File: src/rtl/sonuc_paketleyici_pkg.sv
// Shared constants, types and address helpers for the result packer.
// Image size comes from IMG_WIDTH / IMG_HEIGHT macros when the build supplies them.
// Optional feature macro: SONUC_KIRP_EN (saturate results instead of slicing).
`ifndef IMG_WIDTH
`define IMG_WIDTH 16
`endif
`ifndef IMG_HEIGHT
`define IMG_HEIGHT 8
`endif

package sonuc_paketleyici_pkg;

  localparam int unsigned RES_BIT        = 12;
  localparam int unsigned PIXEL_BIT      = 8;
  localparam int unsigned SONUC_LANES    = 4;
  localparam int unsigned LANES          = SONUC_LANES;
  localparam int unsigned IMG_WIDTH      = `IMG_WIDTH;
  localparam int unsigned IMG_HEIGHT     = `IMG_HEIGHT;
  // One extra code point so an out-of-range coordinate is representable.
  localparam int unsigned IMG_WIDTH_BIT  = $clog2(IMG_WIDTH + 1);
  localparam int unsigned IMG_HEIGHT_BIT = $clog2(IMG_HEIGHT + 1);
  localparam int unsigned ADDR_BIT       = $clog2(IMG_WIDTH * IMG_HEIGHT / LANES);
  localparam int unsigned LANE_BIT       = (LANES > 1) ? $clog2(LANES) : 1;
  localparam int unsigned WORD_BIT       = LANES * PIXEL_BIT;

  typedef enum logic [1:0] {
    BOSTA = 2'd0,
    TOPLA = 2'd1,
    YAZ   = 2'd2,
    BITTI = 2'd3
  } durum_t;

  // One accepted pixel, already reduced to its memory word coordinates.
  typedef struct packed {
    logic [ADDR_BIT-1:0]  adres;
    logic [LANE_BIT-1:0]  serit;
    logic [PIXEL_BIT-1:0] veri;
  } piksel_t;

  function automatic logic [ADDR_BIT-1:0] adres_hesapla(
    input logic [IMG_HEIGHT_BIT-1:0] row,
    input logic [IMG_WIDTH_BIT-1:0]  col
  );
    return ADDR_BIT'((32'(row) * IMG_WIDTH + 32'(col)) / LANES);
  endfunction

  function automatic logic [LANE_BIT-1:0] serit_hesapla(
    input logic [IMG_WIDTH_BIT-1:0] col
  );
    return LANE_BIT'(32'(col) % LANES);
  endfunction

endpackage

File: src/rtl/sonuc_paketleyici_if.sv
// Filter result stream plus result memory write port of the packer.
interface sonuc_paketleyici_if;
  import sonuc_paketleyici_pkg::*;

  logic [RES_BIT-1:0]        res_veri_i;
  logic [IMG_HEIGHT_BIT-1:0] res_row_i;
  logic [IMG_WIDTH_BIT-1:0]  res_col_i;
  logic                      res_gecerli_i;
  logic                      res_hazir_o;
  logic                      res_bitti_i;
  logic [ADDR_BIT-1:0]       mem_adres_o;
  logic [WORD_BIT-1:0]       mem_veri_o;
  logic [LANES-1:0]          mem_maske_o;
  logic                      mem_gecerli_o;
  logic                      mem_hazir_i;

  // Upstream filter and memory side.
  modport master (
    output res_veri_i, res_row_i, res_col_i, res_gecerli_i, res_bitti_i, mem_hazir_i,
    input  res_hazir_o, mem_adres_o, mem_veri_o, mem_maske_o, mem_gecerli_o
  );

  // Packer side.
  modport slave (
    input  res_veri_i, res_row_i, res_col_i, res_gecerli_i, res_bitti_i, mem_hazir_i,
    output res_hazir_o, mem_adres_o, mem_veri_o, mem_maske_o, mem_gecerli_o
  );
endinterface

File: src/rtl/sonuc_kirpici.sv
// Combinational RES_BIT -> PIXEL_BIT saturator; only exists when SONUC_KIRP_EN is defined.
`ifdef SONUC_KIRP_EN
module sonuc_kirpici
  import sonuc_paketleyici_pkg::*;
(
  input  logic [RES_BIT-1:0]   girdi,
  output logic [PIXEL_BIT-1:0] cikti_c
);

  // Negative clamps to 0, anything above the pixel range clamps to all-ones.
  always_comb begin
    cikti_c = girdi[PIXEL_BIT-1:0];
    if (girdi[RES_BIT-1]) begin
      cikti_c = '0;
    end else if (|girdi[RES_BIT-2:PIXEL_BIT]) begin
      cikti_c = '1;
    end
  end

endmodule
`endif

File: src/rtl/sonuc_paketleyici.sv
// Packs LANES adjacent filter results of one row into a memory word and writes it out.
// Optional feature macro: SONUC_KIRP_EN (saturate results to the pixel range).
module sonuc_paketleyici
  import sonuc_paketleyici_pkg::*;
(
  input  logic                 clk_i,
  input  logic                 rst_i,
  sonuc_paketleyici_if.slave   bus,
  output logic                 bitti_o,
  output logic                 hata_o
);

  durum_t               durum_q, durum_d;
  logic [ADDR_BIT-1:0]  adres_q, adres_d;
  logic [WORD_BIT-1:0]  veri_q, veri_d;
  logic [LANES-1:0]     maske_q, maske_d;
  piksel_t              tut_q, tut_d;
  logic                 tut_gecerli_q, tut_gecerli_d;
  logic                 son_q, son_d;
  logic                 hata_q, hata_d;
  logic                 hazir_q, gecerli_q, bitti_q;

  logic [PIXEL_BIT-1:0] piksel_c;
  piksel_t              gelen_c;
  logic                 aktarim_c;
  logic                 kapsam_disi_c;

`ifdef SONUC_KIRP_EN
  sonuc_kirpici u_kirpici (
    .girdi   (bus.res_veri_i),
    .cikti_c (piksel_c)
  );
`else
  logic ust_bit_unused_c;
  assign piksel_c         = bus.res_veri_i[PIXEL_BIT-1:0];
  assign ust_bit_unused_c = ^bus.res_veri_i[RES_BIT-1:PIXEL_BIT];
`endif

  // Incoming pixel reduced to word address, lane and stored value.
  always_comb begin
    gelen_c.adres = adres_hesapla(bus.res_row_i, bus.res_col_i);
    gelen_c.serit = serit_hesapla(bus.res_col_i);
    gelen_c.veri  = piksel_c;
    kapsam_disi_c = (32'(bus.res_row_i) >= IMG_HEIGHT) || (32'(bus.res_col_i) >= IMG_WIDTH);
    aktarim_c     = bus.res_gecerli_i & hazir_q;
  end

  // Next-state and datapath update.
  always_comb begin
    durum_d       = durum_q;
    adres_d       = adres_q;
    veri_d        = veri_q;
    maske_d       = maske_q;
    tut_d         = tut_q;
    tut_gecerli_d = tut_gecerli_q;
    son_d         = son_q;
    hata_d        = hata_q;
    case (durum_q)
      BOSTA: durum_d = TOPLA;
      TOPLA: begin
        if (aktarim_c) begin
          if (kapsam_disi_c) begin
            hata_d = 1'b1;
          end else if ((maske_q == '0) ||
                       ((gelen_c.adres == adres_q) && !maske_q[gelen_c.serit])) begin
            adres_d = gelen_c.adres;
            veri_d[gelen_c.serit*PIXEL_BIT +: PIXEL_BIT] = gelen_c.veri;
            maske_d[gelen_c.serit] = 1'b1;
            if (maske_d == {LANES{1'b1}}) durum_d = YAZ;
          end else begin
            // Conflict: park the pixel and flush the open partial word first.
            tut_d         = gelen_c;
            tut_gecerli_d = 1'b1;
            durum_d       = YAZ;
          end
        end else if (bus.res_bitti_i) begin
          if (maske_q != '0) begin
            son_d   = 1'b1;
            durum_d = YAZ;
          end else begin
            durum_d = BITTI;
          end
        end
      end
      YAZ: begin
        if (bus.mem_hazir_i) begin
          maske_d = '0;
          veri_d  = '0;
          if (tut_gecerli_q) begin
            adres_d = tut_q.adres;
            veri_d[tut_q.serit*PIXEL_BIT +: PIXEL_BIT] = tut_q.veri;
            maske_d[tut_q.serit] = 1'b1;
            tut_gecerli_d = 1'b0;
            durum_d = (LANES == 1) ? YAZ : TOPLA;
          end else if (son_q) begin
            durum_d = BITTI;
          end else begin
            durum_d = TOPLA;
          end
        end
      end
      BITTI:   durum_d = BITTI;
      default: durum_d = BOSTA;
    endcase
  end

  // State, word buffer, hold register, flags and registered handshake outputs.
  always_ff @(posedge clk_i or posedge rst_i) begin
    if (rst_i) begin
      durum_q       <= BOSTA;
      adres_q       <= '0;
      veri_q        <= '0;
      maske_q       <= '0;
      tut_q         <= '0;
      tut_gecerli_q <= 1'b0;
      son_q         <= 1'b0;
      hata_q        <= 1'b0;
      hazir_q       <= 1'b0;
      gecerli_q     <= 1'b0;
      bitti_q       <= 1'b0;
    end else begin
      durum_q       <= durum_d;
      adres_q       <= adres_d;
      veri_q        <= veri_d;
      maske_q       <= maske_d;
      tut_q         <= tut_d;
      tut_gecerli_q <= tut_gecerli_d;
      son_q         <= son_d;
      hata_q        <= hata_d;
      hazir_q       <= (durum_d == TOPLA);
      gecerli_q     <= (durum_d == YAZ);
      bitti_q       <= (durum_d == BITTI);
    end
  end

  assign bus.res_hazir_o   = hazir_q;
  assign bus.mem_gecerli_o = gecerli_q;
  assign bus.mem_adres_o   = adres_q;
  assign bus.mem_veri_o    = veri_q;
  assign bus.mem_maske_o   = maske_q;
  assign bitti_o           = bitti_q;
  assign hata_o            = hata_q;

endmodule

File: src/flat_wrapper.sv
// flat-port wrapper written by rule: the top's interface ports become plain ports
module sonuc_paketleyici_flat import sonuc_paketleyici_pkg::*;
  (clk_i, rst_i, bitti_o, hata_o, bus_res_veri_i, bus_res_row_i, bus_res_col_i, bus_res_gecerli_i, bus_res_bitti_i, bus_mem_hazir_i, bus_res_hazir_o, bus_mem_adres_o, bus_mem_veri_o, bus_mem_maske_o, bus_mem_gecerli_o);
  sonuc_paketleyici_if bus_i ();
  input  logic clk_i;
  input  logic rst_i;
  output logic bitti_o;
  output logic hata_o;
  input wire logic [$bits(bus_i.res_veri_i)-1:0] bus_res_veri_i;
  input wire logic [$bits(bus_i.res_row_i)-1:0] bus_res_row_i;
  input wire logic [$bits(bus_i.res_col_i)-1:0] bus_res_col_i;
  input wire logic [$bits(bus_i.res_gecerli_i)-1:0] bus_res_gecerli_i;
  input wire logic [$bits(bus_i.res_bitti_i)-1:0] bus_res_bitti_i;
  input wire logic [$bits(bus_i.mem_hazir_i)-1:0] bus_mem_hazir_i;
  output wire logic [$bits(bus_i.res_hazir_o)-1:0] bus_res_hazir_o;
  output wire logic [$bits(bus_i.mem_adres_o)-1:0] bus_mem_adres_o;
  output wire logic [$bits(bus_i.mem_veri_o)-1:0] bus_mem_veri_o;
  output wire logic [$bits(bus_i.mem_maske_o)-1:0] bus_mem_maske_o;
  output wire logic [$bits(bus_i.mem_gecerli_o)-1:0] bus_mem_gecerli_o;
  assign bus_i.res_veri_i = bus_res_veri_i;
  assign bus_i.res_row_i = bus_res_row_i;
  assign bus_i.res_col_i = bus_res_col_i;
  assign bus_i.res_gecerli_i = bus_res_gecerli_i;
  assign bus_i.res_bitti_i = bus_res_bitti_i;
  assign bus_i.mem_hazir_i = bus_mem_hazir_i;
  assign bus_res_hazir_o = bus_i.res_hazir_o;
  assign bus_mem_adres_o = bus_i.mem_adres_o;
  assign bus_mem_veri_o = bus_i.mem_veri_o;
  assign bus_mem_maske_o = bus_i.mem_maske_o;
  assign bus_mem_gecerli_o = bus_i.mem_gecerli_o;
  sonuc_paketleyici u_core (.clk_i(clk_i), .rst_i(rst_i), .bus(bus_i), .bitti_o(bitti_o), .hata_o(hata_o));
endmodule
File: config.mk
export PLATFORM = sky130hd
export DESIGN_NAME = sonuc_paketleyici_flat
export DESIGN_NICKNAME = d
export VERILOG_FILES = /design/src/rtl/sonuc_paketleyici_pkg.sv /design/src/rtl/sonuc_paketleyici_if.sv /design/src/rtl/sonuc_kirpici.sv /design/src/rtl/sonuc_paketleyici.sv /design/src/flat_wrapper.sv
export SDC_FILE = /design/constraint.sdc
export NUM_CORES = 1
export LEC_CHECK = 0
export CORE_MARGIN = 2
export CORE_UTILIZATION = 40
export CTS_CLUSTER_DIAMETER = 30
export DETAILED_ROUTE_END_ITERATION = 8
export HOLD_SLACK_MARGIN = 0.05
export PLACE_DENSITY = 0.65
export SYNTH_ARGS = -nofsm -noshare
export SYNTH_HDL_FRONTEND = slang
export SYNTH_SLANG_ARGS = --single-unit
File: constraint.sdc
create_clock -name clk_i -period 2.8 [get_ports clk_i]
set_input_delay 0.42 -clock clk_i [delete_from_list [all_inputs] [get_ports clk_i]]
set_output_delay 0.42 -clock clk_i [all_outputs]
set_load 0.01 [all_outputs]
Word-level counts from Yosys, hierarchy flattened
Index checks and enable logic that the tools add are counted.
Widths: inputs -> output; s select.
- bits in registers: 64
- input port bits: 26
- mux-type cells: 40
- $lt $le $gt $ge: 6
- shift-type cells: 4
- equality and inequality tests: 14
- $add $sub $neg: 3
- reduce and logical (&&, ||, !) cells: 16
- bitwise operators: 6
- operators by type and width (kind ; count):
    $mux 32 ; 5
    $neg 5->34 ; 2
    $shift 8x34->32 const A ; 2
    $shiftx 8x34->32 ; 2
    $pmux 32 s2 ; 1
    $and 32x32->32 ; 1
    $bwmux 32 ; 1
    $mux 5 ; 5
    $mux 4 ; 5
    $mux 2 ; 8
    $pmux 5 s2 ; 1
    $reduce_and 5->1 ; 2
    $eq 2x2->1 const B ; 4
    $mux 1 ; 8
    $pmux 2 s4 ; 1
    $pmux 4 s2 ; 1
    $reduce_and 4->1 ; 2
    $add 7x5->7 ; 1
    $lt 2x3->1 const B ; 2
    $ne 2x1->1 const B ; 3
    $ne 2x2->1 const B ; 3
    $reduce_and 6->1 ; 1
    $eq 5x5->1 ; 1
    $ge 5x5->1 const B ; 1
    18 further kinds ; 26

Longest topological paths before layout
Gate-level depths: netlist (run 1).
- depth after elaboration: 12
- depth in mapped cells: 9

Worst setup path after synthesis (run 1)
OpenSTA, ideal clock, no wires.
- path kind: input -> register
- from: input bus_res_col_i[4]
- to: register u_core.tut_q[10] in the netlist's numbering
- path slack: 434 ps
- stages on the path: 8
- data arrival time: 2242 ps
- path buffers: 2
- library setup time: 125 ps
- path through: ha_1 -> ha_1 -> xnor3_4 -> nand2b_4 -> o2111a_1 -> buf_2 -> buf_2 -> mux2_2
- longest elaborated chain between the ends: 6
- elaborated cells on any way between the ends: 9
- classes of those cells: 1 x add/sub; 1 x order compare; 1 x eq/ne; 2 x bitwise; 4 x reduce/logical
- RTL lines (item ; line ; text):
    start: declaration ; flat_wrapper.sv:11 ; input wire logic [$bits(bus_i.res_col_i)-1:0] bus_res_col_i;
    $add 7x5->7 ; sonuc_paketleyici_pkg.sv:44 ; return ADDR_BIT'((32'(row) * IMG_WIDTH + 32'(col)) / LANES);
    $eq 5x5->1 ; sonuc_paketleyici.sv:65 ; ((gelen_c.adres == adres_q) && !maske_q[gelen_c.serit])) begin
    $logic_and 1x1->1 ; sonuc_paketleyici.sv:65 ;
    $logic_or 1x1->1 ; sonuc_paketleyici.sv:64 ; end else if ((maske_q == '0) ||
    $not 1->1 (no line) ; -- ;
    $reduce_and 4->1 (no line) * ; -- ;
    end signal: assignment ; sonuc_paketleyici.sv:126 ; tut_q <= tut_d;
    end: declaration ; sonuc_paketleyici.sv:17 ; piksel_t tut_q, tut_d;
Mark *: on every way between the ends. The rest lies on a longest branch, timed or not.
A chain may end at the register's enable or synchronous reset.

==> results of run 1 <==
state kept, by name, summed over array words and instances, names as in the netlist, 2 cells and up:
| signal | cells |
|---|---|
| u_core.tut_q | 15 |
| u_core.bus.mem_adres_o | 5 |
| u_core.bus.mem_maske_o | 4 |
| u_core.bus.mem_veri_o | 32 |
| u_core.durum_q | 2 |
critical path: cells and delay by family:
kind | cells | cell delay (ns)
mux | 1 | 0.28
simple gates | 1 | 0.22
compound gates | 1 | 0.26
buf+inv | 3 | 0.83
fa+ha+maj | 2 | 0.52
xor+xnor | 1 | 0.17
final timing paths:
kind	from	endpoint	slack (ns)	cells after the start
max	bus_res_col_i[4]	u_core.tut_q[11]$_DFFE_PP0P_	0.32	9
min	rst_i	u_core.bus.mem_adres_o[2]$_DFFE_PP0P_	0.46	3
max reg2reg	u_core.bus.mem_maske_o[1]$_DFFE_PP0P_	u_core.bus.mem_veri_o[10]$_DFFE_PP0P_	0.58	6
min reg2reg	u_core.son_q$_DFFE_PP0P_	u_core.son_q$_DFFE_PP0P_	0.48	1
max in group asynchronous	rst_i	u_core.bus.mem_gecerli_o$_DFF_PP0_	2.05	3
min in group clk_i	u_core.son_q$_DFFE_PP0P_	u_core.son_q$_DFFE_PP0P_	0.48	1
metal layers:
| metal | global-route usage | vias to the layer above |
|---|---|---|
| met2 | 0.261 | 68 |
| met4 | 0.0845 | 0 |
| met3 | 0.0292 | 16 |
| met5 | 0 | - |
| li1 | - | 1176 |
| met1 | 0.285 | 1220 |
cell families (layout without fill, tap and decap cells):
logic type,count (synthesis),after routing,synth area share
compound gates,73,73,0.179
xor+xnor,6,6,0.0211
fa+ha+maj,11,11,0.0415
buf+inv,22,111,0.0268
flops,64,64,0.483
mux,45,45,0.157
simple gates,48,48,0.0910
power breakdown:
group | leakage (nW) | internal, W | switching, W
sequential | 0.839 | 0.00108 | 0.000162
clock | 0.114 | 0.000512 | 0.000386
combinational | 1.14 | 0.000424 | 0.000280
total | 2.09 | 0.00201 | 0.000829
final cells by class:
type,instances,share of cell area
multi-input combinational,183,0.361
sequential,64,0.356
timing repair buffer,84,0.194
tap,105,0.0292
clock buffer,9,0.0275
clock inverter,7,0.0231
inverter,11,0.00918
layout by cell type (no fill, tap or decap), drive strengths merged, types with 2 or more instances in the layout:
master / count
and4: 2
o2bb2ai: 5
ha: 11
clkinv: 3
nor3: 3
a21o: 4
bufinv: 2
a22o: 32
o22ai: 2
o21ai: 4
o22a: 2
clkbuf: 9
a21oi: 16
nand2b: 4
mux2: 44
and3: 5
xnor2: 5
and4b: 3
nand4: 2
buf: 18
dfrtp: 64
clkdlybuf4s50: 66
inv: 13
nand2: 11
nor2: 9
o21bai: 2
synth_stat cells, types with 5 or more instances:
master                      instances
sky130_fd_sc_hd__mux2_2            43
sky130_fd_sc_hd__inv_1             11
sky130_fd_sc_hd__a21oi_1           12
sky130_fd_sc_hd__nor2_1             9
sky130_fd_sc_hd__xnor2_1            5
sky130_fd_sc_hd__nand2_1           11
sky130_fd_sc_hd__ha_1              11
sky130_fd_sc_hd__a22o_1            32
sky130_fd_sc_hd__o2bb2ai_1          5
sky130_fd_sc_hd__and3_1             5
sky130_fd_sc_hd__dfrtp_1           64
per-stage QoR:
stage	TNS, ns	util	hold slack, ns
floorplan	0	-	0.436
global placement	-0.0216	0.525	0.454
detailed placement	-1.37	0.525	0.460
CTS	0	0.553	0.469
global route	0	0.553	0.500
finish	0	0.553	0.464
==> impl_results.html, run 1 <==
<table>
<tr><th>Metric</th><th>Value</th></tr>
<tr><th colspan="2">Worst hold path</th></tr>
<tr><td>Path category of the worst min-delay check</td><td>in -&gt; async</td></tr>
<tr><th colspan="2">Place</th></tr>
<tr><td>Cell area after placement</td><td>approximately 4300 µm²</td></tr>
<tr><td>Post-Place Setup Slack</td><td>-0.0816 ns</td></tr>
<tr><td>Final weighted congestion in routability-driven placement</td><td>0.780</td></tr>
<tr><td>IO buf count</td><td>66</td></tr>
<tr><td>Total placed cells including tap cells</td><td>447</td></tr>
<tr><td>HPWL reported at the end of detailed placement</td><td>5810 µm</td></tr>
<tr><th colspan="2">Synthesis</th></tr>
<tr><td>Part of the Yosys area used for sequential elements</td><td>0.483</td></tr>
<tr><td>Average footprint of a synthesized cell</td><td>12.3 µm²</td></tr>
<tr><td>Library cells used by synthesis</td><td>46</td></tr>
<tr><td>Fraction of synthesized cell area taken by the top area cell type</td><td>0.483</td></tr>
<tr><td>Number of warning messages in the yosys log</td><td>0</td></tr>
<tr><td>Cell type with the highest aggregate area in the netlist</td><td>sky130_fd_sc_hd__dfrtp_1</td></tr>
<tr><td>Synth Flop Type</td><td>sky130_fd_sc_hd__dfrtp_1</td></tr>
<tr><td>Cells after Synth</td><td>269</td></tr>
<tr><td>Cell area after technology mapping</td><td>3310 µm²</td></tr>
<tr><td>Biggest area contributors in the synthesized netlist</td><td>sky130_fd_sc_hd__dfrtp_1, sky130_fd_sc_hd__mux2_2, sky130_fd_sc_hd__a22o_1</td></tr>
<tr><td>Number of flops mapped to enable cells by yosys</td><td>0</td></tr>
<tr><td>Synthesized netlist net count</td><td>about 310</td></tr>
<tr><td>Share of flip-flops with an asynchronous set or reset after synthesis</td><td>1.00</td></tr>
<tr><td>Flops &amp; latches, synth</td><td>64</td></tr>
<tr><th colspan="2">Clock tree</th></tr>
<tr><td>Clk sinks</td><td>between 60 and 70</td></tr>
<tr><td>TritonCTS clock tree</td><td>done</td></tr>
<tr><td>Clock transition at the registers of the reported paths</td><td>roughly 0.08 ns</td></tr>
<tr><td>Clock root cell</td><td>sky130_fd_sc_hd__clkbuf_8</td></tr>
<tr><td># H-tree levels</td><td>3</td></tr>
<tr><td>Total of hold buffers inserted after clock tree synthesis</td><td>0</td></tr>
<tr><td>Number of gates given a new drive strength after cts</td><td>0</td></tr>
<tr><td>Total CTS buffers</td><td>9</td></tr>
<tr><td>Clock latency on the worst-skew pair</td><td>0.34 ns</td></tr>
<tr><td>Number of setup buffers added after CTS</td><td>0</td></tr>
<tr><td>Max Root-Sink Buffers</td><td>2</td></tr>
<tr><th colspan="2">STA</th></tr>
<tr><td>Pin slew with the least headroom to its limit</td><td>around 0.70 ns</td></tr>
<tr><td>Worst clock skew</td><td>0.0140 ns</td></tr>
<tr><td>Headroom to the max-slew limit</td><td>0.529</td></tr>
<tr><td>Fmax</td><td>about 400 MHz</td></tr>
<tr><td>Number of failing setup endpoints in the final timing report</td><td>0</td></tr>
<tr><td>Post-route minimum period</td><td>about 2.5 ns</td></tr>
<tr><td>Count of endpoints failing hold in the final timing report</td><td>0</td></tr>
<tr><td>Final worst setup slack</td><td>around 0.32 ns</td></tr>
<tr><td>Portion of the clock cycle consumed by the worst path in the final layout</td><td>0.887</td></tr>
<tr><td>Unrepaired setup endpoints after global routing</td><td>false</td></tr>
<tr><td>Max-slew violation count</td><td>0</td></tr>
<tr><th colspan="2">Final layout</th></tr>
<tr><td>Number of fill cells in the layout</td><td>712</td></tr>
<tr><td>Area taken by flip-flops and latches</td><td>1600 µm²</td></tr>
<tr><td>Share of cells above drive strength 1</td><td>0.251</td></tr>
<tr><td>P&amp;R area growth vs syn</td><td>35.7%</td></tr>
<tr><td>Design area</td><td>4500 µm²</td></tr>
<tr><td>Antenna Diode Count</td><td>0</td></tr>
<tr><td>Combined area of the multi-input logic cells</td><td>about 1600 µm²</td></tr>
<tr><td>Number of nets in the layout</td><td>390</td></tr>
<tr><td>Finished Layout Cells</td><td>463</td></tr>
<tr><th colspan="2">Global route</th></tr>
<tr><td>Number of antenna violations at the first check in global routing</td><td>0</td></tr>
<tr><td>Wire length of the first global-routing pass</td><td>between 10000 and 15000 µm</td></tr>
<tr><td>Overflow left after global routing</td><td>0</td></tr>
<tr><td>Pin count of the biggest net entering global routing</td><td>65</td></tr>
<tr><td>All-Layer GR Usage</td><td>0.187</td></tr>
<tr><td>Via count of the first global-routing pass</td><td>2523</td></tr>
<tr><th colspan="2">Floorplanning</th></tr>
<tr><td>Initial core utilization</td><td>0.407</td></tr>
<tr><td>Std-Cell Rows</td><td>33</td></tr>
<tr><td>Die Wd</td><td>roughly 95 µm</td></tr>
<tr><td>Core region area</td><td>8130 µm²</td></tr>
<tr><td>Die footprint</td><td>9030 µm²</td></tr>
<tr><td>Die height</td><td>95.0 µm</td></tr>
<tr><td>Top Ports</td><td>71</td></tr>
<tr><th colspan="2">Detailed routing</th></tr>
<tr><td>Routed length on met3</td><td>303 µm</td></tr>
<tr><td>Drt pass-1 iters</td><td>4</td></tr>
<tr><td>Top routing layer in use</td><td>met4</td></tr>
<tr><td>Drt total wl</td><td>7790 µm</td></tr>
<tr><td>Met1 routed wirelength after detailed routing</td><td>~3900 µm</td></tr>
<tr><td>Routed wire length on met2</td><td>3460 µm</td></tr>
<tr><td>Post-detailed-route via-to-cell ratio</td><td>5.36</td></tr>
<tr><td>Routed Antenna Nets</td><td>0</td></tr>
<tr><td>DRC errors left</td><td>0</td></tr>
<tr><td>Count of vias placed by the detailed router</td><td>2480</td></tr>
<tr><td>Drt initial violations</td><td>a little under 100</td></tr>
<tr><td>Mean routed wirelength per cell</td><td>16.8 µm</td></tr>
<tr><th colspan="2">Setup path</th></tr>
<tr><td>CP max stage cell</td><td>sky130_fd_sc_hd__clkdlybuf4s50_1</td></tr>
<tr><td>Crit path max fanout</td><td>11</td></tr>
<tr><td>Arrival time of the worst setup path</td><td>2.70 ns</td></tr>
<tr><td>Worst path cell trace</td><td>clkdlybuf4s50_1, ha_1, ha_1, xnor2_1, nand4_1, buf_4, o2111a_1, buf_4, mux2_2</td></tr>
<tr><td>Crit Path Class</td><td>in -&gt; reg</td></tr>
<tr><td>Critical Path RT</td><td>3.02 ns</td></tr>
<tr><td>Crit path largest cell delay</td><td>0.43 ns</td></tr>
<tr><td>Critical path startpoint category</td><td>input port</td></tr>
<tr><td>Critical path capture point type</td><td>flop</td></tr>
<tr><th colspan="2">Run status</th></tr>
<tr><td>Outcome</td><td>completed</td></tr>
<tr><th colspan="2">Pwr</th></tr>
<tr><td>Total power of the final layout</td><td>around 0.0028 W</td></tr>
<tr><td>Power density over the cells</td><td>632 nW/µm²</td></tr>
<tr><td>Leak</td><td>2.09 nW</td></tr>
<tr><td>Maximum vdd drop</td><td>242 µV</td></tr>
<tr><th colspan="2">Job</th></tr>
<tr><td>Max-cap check violation count</td><td>0</td></tr>
</table>
Power figures use the tool's default switching activity.
==> run 2, diff against run 1 <==
CTS_CLUSTER_DIAMETER = 50   (was 30)
==> results of run 2 <==
The final DEF is identical to that of run 1; final timing and power are the same.
==> run 3, diff against run 2 <==
CORE_UTILIZATION = 30   (was 40)
PLACE_DENSITY = default   (was 0.65)
SLEW_MARGIN = 20   (was default)
clock period = 3 ns   (was 2.8 ns; I/O delays follow)
==> run 3 against run 2 <==
- wire length up 2.1%
- count of clock-buffer cells in the layout up 2
- sequential cell count unchanged
- total power down 11%
- final cell count up 5.0%
- worst setup slack better by 0.11 ns
- combinational power down 10%
- die area up 32%
- final area down 2.8%
- global-route usage down 4.6 points
==> impl_results.html, run 3 (synthesis gave the netlist of run 1 again) <==
<table>
<tr><th>Metric</th><th>Value</th></tr>
<tr><th colspan="2">Floorplanning</th></tr>
<tr><td>Die height</td><td>109 µm</td></tr>
<tr><td>Initial core utilization</td><td>0.307</td></tr>
<tr><td>Die Wd</td><td>109 µm</td></tr>
<tr><td>Die footprint</td><td>11900 µm²</td></tr>
<tr><td>Std-Cell Rows</td><td>38</td></tr>
<tr><td>Top Ports</td><td>71</td></tr>
<tr><td>Core region area</td><td>10800 µm²</td></tr>
<tr><th colspan="2">Job</th></tr>
<tr><td>Max-cap check violation count</td><td>0</td></tr>
<tr><th colspan="2">Global route</th></tr>
<tr><td>All-Layer GR Usage</td><td>0.141</td></tr>
<tr><td>Via count of the first global-routing pass</td><td>~2400</td></tr>
<tr><td>Number of antenna violations at the first check in global routing</td><td>0</td></tr>
<tr><td>Wire length of the first global-routing pass</td><td>12600 µm</td></tr>
<tr><td>Pin count of the biggest net entering global routing</td><td>65</td></tr>
<tr><td>Overflow left after global routing</td><td>0</td></tr>
<tr><th colspan="2">Clock tree</th></tr>
<tr><td>Total CTS buffers</td><td>9</td></tr>
<tr><td>Clk sinks</td><td>64</td></tr>
<tr><td>Clock transition at the registers of the reported paths</td><td>0.07 ns</td></tr>
<tr><td>Clock latency on the worst-skew pair</td><td>0.36 ns</td></tr>
<tr><td># H-tree levels</td><td>3</td></tr>
<tr><td>Total of hold buffers inserted after clock tree synthesis</td><td>0</td></tr>
<tr><td>Max Root-Sink Buffers</td><td>2</td></tr>
<tr><td>Clock root cell</td><td>sky130_fd_sc_hd__clkbuf_8</td></tr>
<tr><td>TritonCTS clock tree</td><td>done</td></tr>
<tr><td>Number of setup buffers added after CTS</td><td>0</td></tr>
<tr><td>Number of gates given a new drive strength after cts</td><td>0</td></tr>
<tr><th colspan="2">Detailed routing</th></tr>
<tr><td>Mean routed wirelength per cell</td><td>16.4 µm</td></tr>
<tr><td>Drt initial violations</td><td>about 150</td></tr>
<tr><td>DRC errors left</td><td>0</td></tr>
<tr><td>Routed Antenna Nets</td><td>0</td></tr>
<tr><td>Drt pass-1 iters</td><td>5</td></tr>
<tr><td>Count of vias placed by the detailed router</td><td>2368</td></tr>
<tr><td>Drt total wl</td><td>7950 µm</td></tr>
<tr><td>Post-detailed-route via-to-cell ratio</td><td>around 5</td></tr>
<tr><th colspan="2">Final layout</th></tr>
<tr><td>Flip-flop count of the largest register after layout</td><td>32</td></tr>
<tr><td>Design area</td><td>4370 µm²</td></tr>
<tr><td>Number of nets in the layout</td><td>378</td></tr>
<tr><td>Finished Layout Cells</td><td>between 400 and 500</td></tr>
<tr><td>Leading cell type in the layout, fill and taps excluded</td><td>sky130_fd_sc_hd__clkdlybuf4s50_1</td></tr>
<tr><td>Antenna Diode Count</td><td>0</td></tr>
<tr><td>Share of cells above drive strength 1</td><td>0.223</td></tr>
<tr><td>Leading cell types in the layout, fill and taps excluded</td><td>sky130_fd_sc_hd__clkdlybuf4s50_1, sky130_fd_sc_hd__dfrtp_1, sky130_fd_sc_hd__mux2_2</td></tr>
<tr><td>P&amp;R area growth vs syn</td><td>31.9%</td></tr>
<tr><th colspan="2">Pwr</th></tr>
<tr><td>Leak</td><td>1.99 nW</td></tr>
<tr><td>Maximum vdd drop</td><td>225 µV</td></tr>
<tr><td>Power density over the cells</td><td>580 nW/µm²</td></tr>
<tr><th colspan="2">Setup path</th></tr>
<tr><td>Worst reg2reg path startpoint</td><td>u_core.bus.mem_maske_o[1]$_DFFE_PP0P_</td></tr>
<tr><td>Crit Path Class</td><td>in -&gt; reg</td></tr>
<tr><td>Critical path startpoint category</td><td>input port</td></tr>
<tr><td>Critical path capture point type</td><td>flop</td></tr>
<tr><td>Arrival time of the worst setup path</td><td>2.82 ns</td></tr>
<tr><td>Critical Path RT</td><td>3.24 ns</td></tr>
<tr><td>Minimum setup slack among reg-to-reg paths</td><td>between 0.8 and 0.9 ns</td></tr>
<tr><td>Endpoint of the worst setup timing path</td><td>u_core.bus.mem_veri_o[7]$_DFFE_PP0P_</td></tr>
<tr><td>FF-to-FF path depth</td><td>5</td></tr>
<tr><td>Reg2reg end</td><td>u_core.bus.mem_veri_o[10]$_DFFE_PP0P_</td></tr>
<tr><td>Crit path max fanout</td><td>9</td></tr>
<tr><td>Launching element of the worst setup path</td><td>bus_res_col_i[4]</td></tr>
<tr><th colspan="2">Place</th></tr>
<tr><td>Total placed cells including tap cells</td><td>470</td></tr>
<tr><td>Final weighted congestion in routability-driven placement</td><td>~0.78</td></tr>
<tr><td>IO buf count</td><td>66</td></tr>
<tr><td>Cell area after placement</td><td>4170 µm²</td></tr>
<tr><td>HPWL reported at the end of detailed placement</td><td>slightly below 6000 µm</td></tr>
<tr><th colspan="2">Worst hold path</th></tr>
<tr><td>Hold Path Origin</td><td>u_core.son_q$_DFFE_PP0P_</td></tr>
<tr><td>Path category of the worst min-delay check</td><td>reg -&gt; reg</td></tr>
<tr><th colspan="2">STA</th></tr>
<tr><td>Portion of the clock cycle consumed by the worst path in the final layout</td><td>0.858</td></tr>
<tr><td>Unrepaired setup endpoints after global routing</td><td>false</td></tr>
<tr><td>Count of endpoints failing hold in the final timing report</td><td>0</td></tr>
<tr><td>Headroom to the max-slew limit</td><td>0.465</td></tr>
<tr><td>Worst clock skew</td><td>0.00905 ns</td></tr>
<tr><td>Max-slew violation count</td><td>0</td></tr>
<tr><td>Number of failing setup endpoints in the final timing report</td><td>0</td></tr>
<tr><td>Pin slew with the least headroom to its limit</td><td>0.803 ns</td></tr>
<tr><td>Post-route minimum period</td><td>2.57 ns</td></tr>
<tr><td>Total negative setup slack</td><td>0 ns</td></tr>
<tr><td>Fmax</td><td>a little under 400 MHz</td></tr>
<tr><th colspan="2">Run status</th></tr>
<tr><td>Outcome</td><td>completed</td></tr>
</table>
[run 3: through the flow]
stage	power (W)	worst slack [ns]	hold slack, ns	utilization
6_report	0.00253	0.427	0.475	0.405
5_1_grt	0.00268	0.327	0.499	0.405
4_1_cts	0.00256	0.410	0.480	0.405
3_5_place_dp	0.00181	0.0278	0.460	0.387
3_3_place_gp	0.00180	0.0579	0.458	0.387
2_1_floorplan	0.00147	0.604	0.436	-
[run 3: how the worst min path moves through the flow]
stage	cells past startpoint	slack [ns]	end
floorplan	1	0.44	u_core.son_q$_DFFE_PP0P_
global placement	1	0.46	u_core.son_q$_DFFE_PP0P_
detailed placement	1	0.46	u_core.son_q$_DFFE_PP0P_
CTS	1	0.48	u_core.son_q$_DFFE_PP0P_
global route	1	0.50	u_core.son_q$_DFFE_PP0P_
finish	1	0.47	u_core.son_q$_DFFE_PP0P_
[run 3: cell type report]
type	instances	area (µm²)
multi-input cells	183	1620
clock inverters	5	56.3
clock buffers	11	141
repair buffers	72	731
fillers	1017	6420
inverters	11	41.3
flip-flops and latches	64	1600
well taps	140	175
[run 3: worst max-delay path: stages]
cell                              delay (ns)
sky130_fd_sc_hd__clkdlybuf4s50_1        0.49
sky130_fd_sc_hd__ha_1                   0.16
sky130_fd_sc_hd__ha_1                   0.18
sky130_fd_sc_hd__xnor3_4                0.51
sky130_fd_sc_hd__nand2b_4               0.11
sky130_fd_sc_hd__nor3_4                 0.05
sky130_fd_sc_hd__buf_12                 0.15
sky130_fd_sc_hd__a21oi_4                0.32
sky130_fd_sc_hd__mux2_2                 0.38
[run 3: report_power, final]
part	total (W)	leakage [nW]	internal, W	switching, W
clock network	0.000746	0.0993	0.000405	0.000341
logic	0.000632	1.06	0.000377	0.000256
registers	0.00116	0.839	0.00101	0.000151
[run 3: routing by layer]
layer | share of wire | track usage
met1 | 0.47 | 0.186
met2 | 0.47 | 0.219
met3 | 0.038 | 0.0263
met4 | 0.021 | 0.0742
met5 | 0 | 0
